--- src/rtl/tanh_deriv_pkg.sv ---
// Shared constants and word layouts for the tanh-derivative pipeline.
// Input words are 1/5/6 (bias 15); output words are 1/6/12 (bias 31).
package tanh_deriv_pkg;

    localparam int unsigned IN_BIAS        = 15;
    localparam int unsigned OUT_BIAS       = 31;
    localparam int unsigned IN_EXP_W       = 5;
    localparam int unsigned IN_MAN_W       = 6;
    localparam int unsigned OUT_EXP_W      = 6;
    localparam int unsigned OUT_MAN_W      = 12;
    localparam int unsigned FRAC_W_DEFAULT = 24;
    localparam int unsigned SIG_W          = IN_MAN_W + 1;
    localparam int unsigned SQ_W           = 2 * SIG_W;

    typedef struct packed {
        logic                 sign;
        logic [IN_EXP_W-1:0]  exponent;
        logic [IN_MAN_W-1:0]  mantissa;
    } in_word_t;

    typedef struct packed {
        logic                 sign;
        logic [OUT_EXP_W-1:0] exponent;
        logic [OUT_MAN_W-1:0] mantissa;
    } out_word_t;

    localparam out_word_t ZERO_OUT = '0;
    localparam out_word_t ONE_OUT  = out_word_t'({1'b0, OUT_EXP_W'(OUT_BIAS), OUT_MAN_W'(0)});

endpackage

--- src/rtl/tanh_deriv_if.sv ---
// Valid/ready stream bus carrying the activation word in and the derivative word out.
interface tanh_deriv_if;
    import tanh_deriv_pkg::*;

    logic                 ValidIn;
    logic                 ReadyOut;
    logic                 Sign;
    logic [IN_EXP_W-1:0]  Exponent;
    logic [IN_MAN_W-1:0]  Mantissa;
    logic                 ValidOut;
    logic                 ReadyIn;
    logic                 SignOut;
    logic [OUT_EXP_W-1:0] ExponentOut;
    logic [OUT_MAN_W-1:0] MantissaOut;

    modport master (
        output ValidIn, Sign, Exponent, Mantissa, ReadyIn,
        input  ReadyOut, ValidOut, SignOut, ExponentOut, MantissaOut
    );

    modport slave (
        input  ValidIn, Sign, Exponent, Mantissa, ReadyIn,
        output ReadyOut, ValidOut, SignOut, ExponentOut, MantissaOut
    );

endinterface

--- src/rtl/tanh_deriv_lzc_frac.sv ---
// Combinational leading-zero counter over a fraction; all-zero input reports W.
module lzc_frac #(
    parameter  int unsigned W     = 24,
    localparam int unsigned CNT_W = $clog2(W + 1)
) (
    input  logic [W-1:0]     value,
    output logic [CNT_W-1:0] count_c
);

    // Scan upward so the highest set bit has the final say.
    always_comb begin
        count_c = CNT_W'(W);
        for (int i = 0; i < W; i++) begin
            if (value[i]) count_c = CNT_W'(W - 1 - i);
        end
    end

endmodule

--- src/rtl/tanh_deriv.sv ---
// Three-stage pipeline computing d = 1 - y^2 (square, subtract, normalize/pack)
// with a single global advance enable driven by downstream backpressure.
module tanh_deriv
    import tanh_deriv_pkg::*;
#(
    parameter int unsigned FRAC_W = FRAC_W_DEFAULT
) (
    input  logic          Clock,
    input  logic          Reset,
    tanh_deriv_if.slave   bus
);

    localparam int unsigned FIX_W  = FRAC_W + 1;
    localparam int unsigned PROD_W = SQ_W + FRAC_W;
    localparam int unsigned CNT_W  = $clog2(FRAC_W + 1);
    localparam logic [FIX_W-1:0] ONE_FIX = FIX_W'(1) << FRAC_W;

    logic               en;
    logic               in_zero;
    logic               in_clamp;
    logic [SIG_W-1:0]   sig;
    logic [SQ_W-1:0]    sq;
    logic [5:0]         rsh;
    logic [FIX_W-1:0]   y2_c;
    logic               v1;
    logic [FIX_W-1:0]   y2_q;
    logic               v2;
    logic [FIX_W-1:0]   d_q;
    logic [FRAC_W-1:0]  frac;
    logic [CNT_W-1:0]   lz_c;
    out_word_t          pack_c;
    logic               sign_unused;

    assign en           = bus.ReadyIn | ~bus.ValidOut;
    assign bus.ReadyOut = en;
    assign sign_unused  = bus.Sign;

    // S1: y^2 in fixed point; the significand square carries 2*IN_MAN_W fraction bits.
    always_comb begin
        in_zero  = (bus.Exponent == '0) && (bus.Mantissa == '0);
        in_clamp = (bus.Exponent > IN_EXP_W'(IN_BIAS)) ||
                   ((bus.Exponent == IN_EXP_W'(IN_BIAS)) && (bus.Mantissa != '0));
        sig      = {1'b1, bus.Mantissa};
        sq       = SQ_W'(sig) * SQ_W'(sig);
        rsh      = 6'(2 * IN_MAN_W + 2 * IN_BIAS) - {bus.Exponent, 1'b0};
        y2_c     = FIX_W'((PROD_W'(sq) << FRAC_W) >> rsh);
        if (in_zero)       y2_c = '0;
        else if (in_clamp) y2_c = ONE_FIX;
    end

    assign frac = d_q[FRAC_W-1:0];

    lzc_frac #(.W(FRAC_W)) u_lzc (
        .value   (frac),
        .count_c (lz_c)
    );

    // S3: exponent from the leading-one position, mantissa from the bits just below it.
    always_comb begin
        pack_c = ZERO_OUT;
        if (d_q[FRAC_W]) begin
            pack_c = ONE_OUT;
        end else if (frac != '0) begin
            pack_c.exponent = OUT_EXP_W'(OUT_BIAS) - OUT_EXP_W'(lz_c) - OUT_EXP_W'(1);
            pack_c.mantissa = OUT_MAN_W'((frac << (32'(lz_c) + 32'd1)) >> (FRAC_W - OUT_MAN_W));
        end
    end

    always_ff @(posedge Clock) begin
        if (!Reset) begin
            v1              <= 1'b0;
            y2_q            <= '0;
            v2              <= 1'b0;
            d_q             <= '0;
            bus.ValidOut    <= 1'b0;
            bus.SignOut     <= 1'b0;
            bus.ExponentOut <= '0;
            bus.MantissaOut <= '0;
        end else if (en) begin
            v1              <= bus.ValidIn;
            y2_q            <= y2_c;
            v2              <= v1;
            d_q             <= ONE_FIX - y2_q;
            bus.ValidOut    <= v2;
            bus.SignOut     <= pack_c.sign;
            bus.ExponentOut <= pack_c.exponent;
            bus.MantissaOut <= pack_c.mantissa;
        end
    end

endmodule

--- src/flat_wrapper.sv ---
// flat-port wrapper written by rule: the top's interface ports become plain ports
module tanh_deriv_flat import tanh_deriv_pkg::*;
#(
    parameter int unsigned FRAC_W = FRAC_W_DEFAULT
)
  (Clock, Reset, bus_ValidIn, bus_Sign, bus_Exponent, bus_Mantissa, bus_ReadyIn, bus_ReadyOut, bus_ValidOut, bus_SignOut, bus_ExponentOut, bus_MantissaOut);
  tanh_deriv_if bus_i ();
  input  logic Clock;
  input  logic Reset;
  input wire logic [$bits(bus_i.ValidIn)-1:0] bus_ValidIn;
  input wire logic [$bits(bus_i.Sign)-1:0] bus_Sign;
  input wire logic [$bits(bus_i.Exponent)-1:0] bus_Exponent;
  input wire logic [$bits(bus_i.Mantissa)-1:0] bus_Mantissa;
  input wire logic [$bits(bus_i.ReadyIn)-1:0] bus_ReadyIn;
  output wire logic [$bits(bus_i.ReadyOut)-1:0] bus_ReadyOut;
  output wire logic [$bits(bus_i.ValidOut)-1:0] bus_ValidOut;
  output wire logic [$bits(bus_i.SignOut)-1:0] bus_SignOut;
  output wire logic [$bits(bus_i.ExponentOut)-1:0] bus_ExponentOut;
  output wire logic [$bits(bus_i.MantissaOut)-1:0] bus_MantissaOut;
  assign bus_i.ValidIn = bus_ValidIn;
  assign bus_i.Sign = bus_Sign;
  assign bus_i.Exponent = bus_Exponent;
  assign bus_i.Mantissa = bus_Mantissa;
  assign bus_i.ReadyIn = bus_ReadyIn;
  assign bus_ReadyOut = bus_i.ReadyOut;
  assign bus_ValidOut = bus_i.ValidOut;
  assign bus_SignOut = bus_i.SignOut;
  assign bus_ExponentOut = bus_i.ExponentOut;
  assign bus_MantissaOut = bus_i.MantissaOut;
  tanh_deriv #(.FRAC_W(FRAC_W)) u_core (.Clock(Clock), .Reset(Reset), .bus(bus_i));
endmodule
--- config.mk ---
export PLATFORM = sky130hd
export DESIGN_NAME = tanh_deriv_flat
export DESIGN_NICKNAME = d
export VERILOG_FILES = /design/src/rtl/tanh_deriv_pkg.sv /design/src/rtl/tanh_deriv_if.sv /design/src/rtl/tanh_deriv_lzc_frac.sv /design/src/rtl/tanh_deriv.sv /design/src/flat_wrapper.sv
export SDC_FILE = /design/constraint.sdc
export NUM_CORES = 1
export LEC_CHECK = 0
export ABC_AREA = 0
export BUFFER_PORTS_ARGS = -buffer_cell sky130_fd_sc_hd__buf_2
export CAP_MARGIN = 20
export CORE_ASPECT_RATIO = 1.2
export CORE_UTILIZATION = 55
export CTS_CLUSTER_DIAMETER = 200
export DETAILED_ROUTE_END_ITERATION = 8
export PLACE_DENSITY = 0.71
export SYNTH_ARGS = -nofsm -noshare
export SYNTH_HDL_FRONTEND = slang
export SYNTH_HIERARCHICAL = 1
export SYNTH_SLANG_ARGS = --single-unit
--- constraint.sdc ---
create_clock -name Clock -period 11.3 [get_ports Clock]
set_clock_uncertainty 0.05 [all_clocks]
set_input_delay 2.26 -clock Clock [delete_from_list [all_inputs] [get_ports Clock]]
set_output_delay 2.26 -clock Clock [all_outputs]
set_load 0.02 [all_outputs]
* Yosys cells after proc, flatten, opt, wreduce, memory -nomap -nowiden
Index checks and enable logic that the tools add are counted.
** Operators by class
- Equal/unequal tests :: 1
- Multiply operators :: 1
- Shifts and indexed selects :: 2
- Reduce and logical (&&, ||, !) cells :: 7
- $lt $le $gt $ge :: 1
- Multiplexer cells :: 28
- Div/mod/pow operators :: 0
- Bitwise gates (word level) :: 2
- Add/sub/neg operators :: 5
** Operator list (count)
- 5-bit 2-to-1 mux :: 23
- 25-bit 2-to-1 mux :: 2
- 38-bit by 6-bit right shift with 25-bit output :: 1
- 18-bit 2-to-1 mux :: 2
- 24-bit by 32-bit << shifter with 24-bit output :: 1
- 25-bit subtractor, first input constant :: 1
- 24-bit nonzero test :: 1
- 7-bit by 7-bit multiplier with 14-bit output :: 1
- 5-bit by 1-bit adder with 6-bit output, second input constant :: 1
- 6-bit zero test :: 1
- 6-bit nonzero test :: 1
- 5-bit by 5-bit subtractor with 6-bit output, first input constant :: 1
- 6-bit by 1-bit subtractor with 6-bit output, second input constant :: 1
- 6-bit subtractor, first input constant :: 1
- 5-bit by 4-bit equality test with 1-bit output, second input constant :: 1
- 5-bit by 4-bit > comparator with 1-bit output, second input constant :: 1
- 5-bit zero test :: 1
- 4-bit 2-to-1 mux :: 1
- 1-bit logical AND :: 2
- 1-bit logical OR :: 1
- 1-bit NOT :: 1
- 1-bit bitwise OR :: 1
** Storage, ports and cells
- Input bits :: 16
- Latch bits :: 0
- Memory bits (read-only) :: 0
- Bits in writable memories :: 0
- Flip-flop bits (word level) :: 71
- Memories :: 0
- Output and inout port bits :: 21
- Word-level logic and storage cells :: 54

* Longest topological paths before layout
- Depth after elaboration :: 28
- Mapped depth :: 20
- Depth with buffers taken out :: 18

* Cells and area by module
The synthesis kept the hierarchy.
** By module, submodules not included
- tanh_deriv :: times used 1, area each 6278.5 um2, seq. area each 1421.4 um2, cells each 776
- lzc_frac :: times used 1, area each 265.3 um2, seq. area each 0.0 um2, cells each 48

* Worst setup path after synthesis
OpenSTA, ideal clock, no wires.
- Path kind :: input -> register
- Start :: in bus_Mantissa[0]
- End :: reg u_core.y2_q[7]
- Path buffers :: 2
- Arrival :: 6.796 ns
- Setup slack :: 4.369 ns
- Setup time :: 0.084 ns
- Data required time :: 11.166 ns
- Stages :: 19
- Cells stage by stage :: buf_2 inv_1 nor2_1 nand3_1 fa_1 inv_1 fa_1 inv_1 fa_1 inv_1 ha_1 buf_6 a211o_4 a21o_2 a221oi_1 xnor2_1 inv_1 mux4_2 o31ai_2
** Between the ends
- Word-level cells in the longest chain between the ends :: 5
- Elaborated cells between the ends (all ways) :: 9
- Those cells by class :: 1 x mul; 1 x shift; 2 x mux; 5 x reduce/logical
** Ends and longest elaborated chain
- from (decl) :: line flat_wrapper.sv:13 : input wire logic [$bits(bus_i.Mantissa)-1:0] bus_Mantissa;
- branches (longest 4 deep; another with 7-bit by 7-bit multiplier with 14-bit output)
- 25-bit 2-to-1 mux * :: line tanh_deriv.sv:47 : if (in_zero) y2_c = '0;
- to (signal assigned) :: line tanh_deriv.sv:81 : y2_q <= y2_c;
- to (decl) :: line tanh_deriv.sv:26 : logic [FIX_W-1:0] y2_q;
Mark *: on every way between the ends.
A chain may end at the register's enable or synchronous reset.

* Worst setup path after layout
- Start :: in bus_Mantissa[0]
- End :: reg u_core.y2_q[22]
Same word-level chain as after synthesis.

==> run_results.csv <==
group,metric,value,unit
outcome,outcome,"finished clean",
sta,holdWs,402,ps
route,vias_per_cell,6.49,
clock_tree,ctsRootBufferMaster,"clkbuf_16",
hold_path,hold_depth,2,
placement,portBuffers,34,
worst_setup_path,crit_path_cell_trace,"buf_2 > inv_1 > nor2_1 > nand3_1 > fa_1 > inv_1 > fa_1 > inv_1 > fa_1 > inv_1 > ha_1 > nand4_1 > o21bai_1 > a21boi_1 > nand3_1 > and3_1 > a211oi_1 > a32o_1",
clock_tree,cts_resized,0,
clock_tree,cts.clk_slew.worst_paths,60,ps
sta,drv_slew,0,
route,dr_total_vias,6433,
sta,finalCriticalPeriod,7220,ps
route,firstDrtPassIters,6,
sta,tightest_slew,1050,ps
floorplan,start_util,56.6,%
floorplan,core,11600,um^2
worst_setup_path,rrSetupSlack,7110,ps
synth,synth_seq_cells,71,
synth,yosys.area_share.adder,11.4,%
worst_setup_path,critPathArrivalTime,7450,ps
placement,place.gp.congestion,0.938,
synth,synthXorXnorAreaFrac,5.47,%
sta,finalCritPeriodShare,63.9,%
cells_and_area,nNetsFinal,896,
worst_setup_path,r2r_cells,13,
worst_setup_path,timing.critical_path.to_type,"flip-flop",
global_route,grt_use_total,31.8,%
route,finalWirelength,19.0,mm
hold_path,holdPathEnd,"u_core/bus.MantissaOut[0]",
placement,place_hpwl,14.1,mm
run,drv_cap,0,
synth,avgSynthCellArea,7.94,um^2
worst_setup_path,reg2reg_to,"u_core/bus.MantissaOut[4]",
synth,synthSimpleGateAreaFrac,22.8,%
sta,fin_setup_tns,0,ps
floorplan,die_h,121,um
synth,yosysWarnings,6,
placement,dp_worst_setup_slack,3780,ps
clock_tree,cts.sinks,71,
synth,syn_inst,824,
hold_path,hp-class,"reg2reg",
worst_setup_path,crit_slowest_cell,"fa_1",
synth,ys_types,75,
pwr,leakagePower,0.00288,uW
sta,rsz0062_at_grt,"false",
worst_setup_path,rr_startpoint,"u_core/d_q[4]",
floorplan,die_area,12300,um^2
synth,synth_async_sr_flop_share,0,%
cells_and_area,fillers,1059,
synth,synth_ff_type,"dfxtp_1",
sta,setup_viol,0,
worst_setup_path,startpoint_type,"input port",
synth,synth_top_family_by_area,"compound AO/OA/AOI/OAI gates",
synth,syn_nets,891,
pwr,p_per_area,267,nW/um^2
cells_and_area,finalInstanceArea,7050,um^2
route,drc_errors,0,
synth,synth_edf_count,0,
synth,synth_compound_area_share,23.3,%
route,drtAntennaViolNets,0,
hold_path,min_from,"u_core/bus.MantissaOut[0]",
worst_setup_path,cp_max_fo,9,
route,wl_per_cell,19.2,um
synth,synth_mux_area_share,10.2,%
global_route,grt_max_degree,61,
sta,max_freq,138,MHz
route,drt_iter0_markers,508,
worst_setup_path,startpoint,"bus_Mantissa[0]",
worst_setup_path,cpMostUsedCell,"inv_1",
worst_setup_path,cpPeakStageDelay,520,ps
clock_tree,clock_path_buffers,2,
clock_tree,h-tree-depth,3,
sta,worst_slack,4080,ps
global_route,antenna_found_initial,0,
sta,max-slew-margin-rel,29.6,%
global_route,grt_pass1_wl,30.5,mm
global_route,grt_pass1_vias,5888,
clock_tree,cts_setup_buffers,0,
cells_and_area,area_delta_synth_final,7.80,%
clock_tree,cts_tree,"done",
clock_tree,cts_buffers,9,
floorplan,std_cell_rows,43,
floorplan,die_x,102,um
worst_setup_path,required,11530,ps
placement,place_area,6760,um^2
synth,ys_seq_area_share,21.7,%
synth,synthesis.area,6540,um^2
floorplan,io_pins,37,
cells_and_area,layout-drive-gt1-share,12.0,%
sta,finalHoldViolations,0,
cells_and_area,antennaDiodeCount,0,
pwr,ir_drop,0.000201,V
worst_setup_path,crit_type,"in2reg",
global_route,grt-ovfl-total,0,
clock_tree,clk-insertion-delay-late,340,ps
clock_tree,holdBufCountCts,0,
kinds of logic after synthesis:
kind of cell | count (synthesis)
and+or+nand+nor | 312
AOI/OAI and AO/OA | 224
buffers and inverters | 84
DFF | 71
adders and majority gates | 51
muxes | 41
xor gates and xnor gates | 40
other | 1
registers in the layout (all words and copies together), names as in the netlist:
register / cells
u_core/y2_q: 25
u_core/bus.ValidOut: 1
u_core/v1: 1
u_core/bus.ExponentOut: 6
u_core/bus.MantissaOut: 12
u_core/v2: 1
u_core/d_q: 25
metrics by stage:
stage	instances	total power [uW]	util (%)
global route	991	2020	61.0
detailed placement	974	1590	58.5
finish	991	1880	61.0
global placement	974	1570	58.5
CTS	990	1870	60.9
floorplan	824	1330	-
layout by cell type (no fill, tap or decap), drive strengths merged, types with 6 or more instances in the layout:
cell type,netlist,layout
or2,6,6
a211oi,10,10
fa,14,14
clkbuf,35,13
xor2,17,17
and3,7,7
nand2,98,98
o21bai,7,7
nor2b,8,8
mux4,20,20
mux2i,18,18
nor3,23,23
o31ai,6,6
a21oi,59,59
ha,37,37
o21ai,46,46
a21o,6,6
inv,35,36
a22oi,19,19
nand2b,6,6
nand3,41,41
xnor2,23,23
o211ai,9,9
nor4,23,23
nor2,69,69
a32oi,6,6
buf,12,40
nand4,9,9
dfxtp,71,71
critical path, delay by kind of cell:
kind	cells	cell delay [ps]
simple gates	5	1380
buf+inv	5	560
compound gates	4	1290
fa+ha+maj	4	1950
synthesized netlist by cell type (7+ instances only):
cell type  number  area share, %
a211oi_1       10            1.1
nand2_1        98            5.6
o21ai_0        45            3.4
a22oi_1        19            2.2
nand4_1         9           0.86
nand3_1        41            3.1
and3_1          7           0.67
clkbuf_1       35            2.0
nor2b_1         8           0.76
nor2_1         69            4.0
inv_1          34            2.0
mux2i_1        18            2.8
nor4_1         22            2.1
a21oi_1        57            4.4
ha_1           37            7.1
nor3_1         23            1.8
dfxtp_1        71             22
xor2_1         17            2.3
o211ai_1        8           0.92
fa_1           14            4.3
xnor2_1        22            2.9
mux4_2         20            6.9
o21bai_1        7           0.80
power by group:
part           internal [uW]  total (uW)  leakage [uW]  switching (uW)
sequential               296         362      0.000582            65.8
combinational            533        1250       0.00216             718
clock                    161         271      0.000135             110
total                    990        1880       0.00288             894
per-layer routing:
layer | wire length, um | vias up | GRT usage (%)
met1 | 7670 | 3054 | 40.7
met5 | 0 | - | 0
li1 | - | 3055 | -
met4 | 680 | 0 | 13.8
met2 | 9390 | 276 | 53.0
met3 | 1250 | 48 | 4.15
layout make-up:
| class | count | area, um^2 | area share [%] |
|---|---|---|---|
| flip-flops and latches | 71 | 1420 | 20.1 |
| clock buffers | 12 | 256 | 3.64 |
| inverters | 37 | 139 | 1.97 |
| well taps | 157 | 196 | 2.78 |
| repair buffers | 41 | 220 | 3.12 |
| clock inverters | 4 | 28.8 | 0.408 |
| multi-input cells | 669 | 4790 | 67.9 |
worst max-delay path by stage:
stage | end | slack, ps | cells after the start
2_1_floorplan | u_core/y2_q[7] | 4370 | 19
3_3_place_gp | u_core/y2_q[5] | 3840 | 18
3_5_place_dp | u_core/y2_q[19] | 3780 | 18
4_1_cts | u_core/y2_q[19] | 4110 | 18
5_1_grt | u_core/y2_q[22] | 3780 | 18
6_report | u_core/y2_q[22] | 4080 | 18
Power figures use the tool's default switching activity.
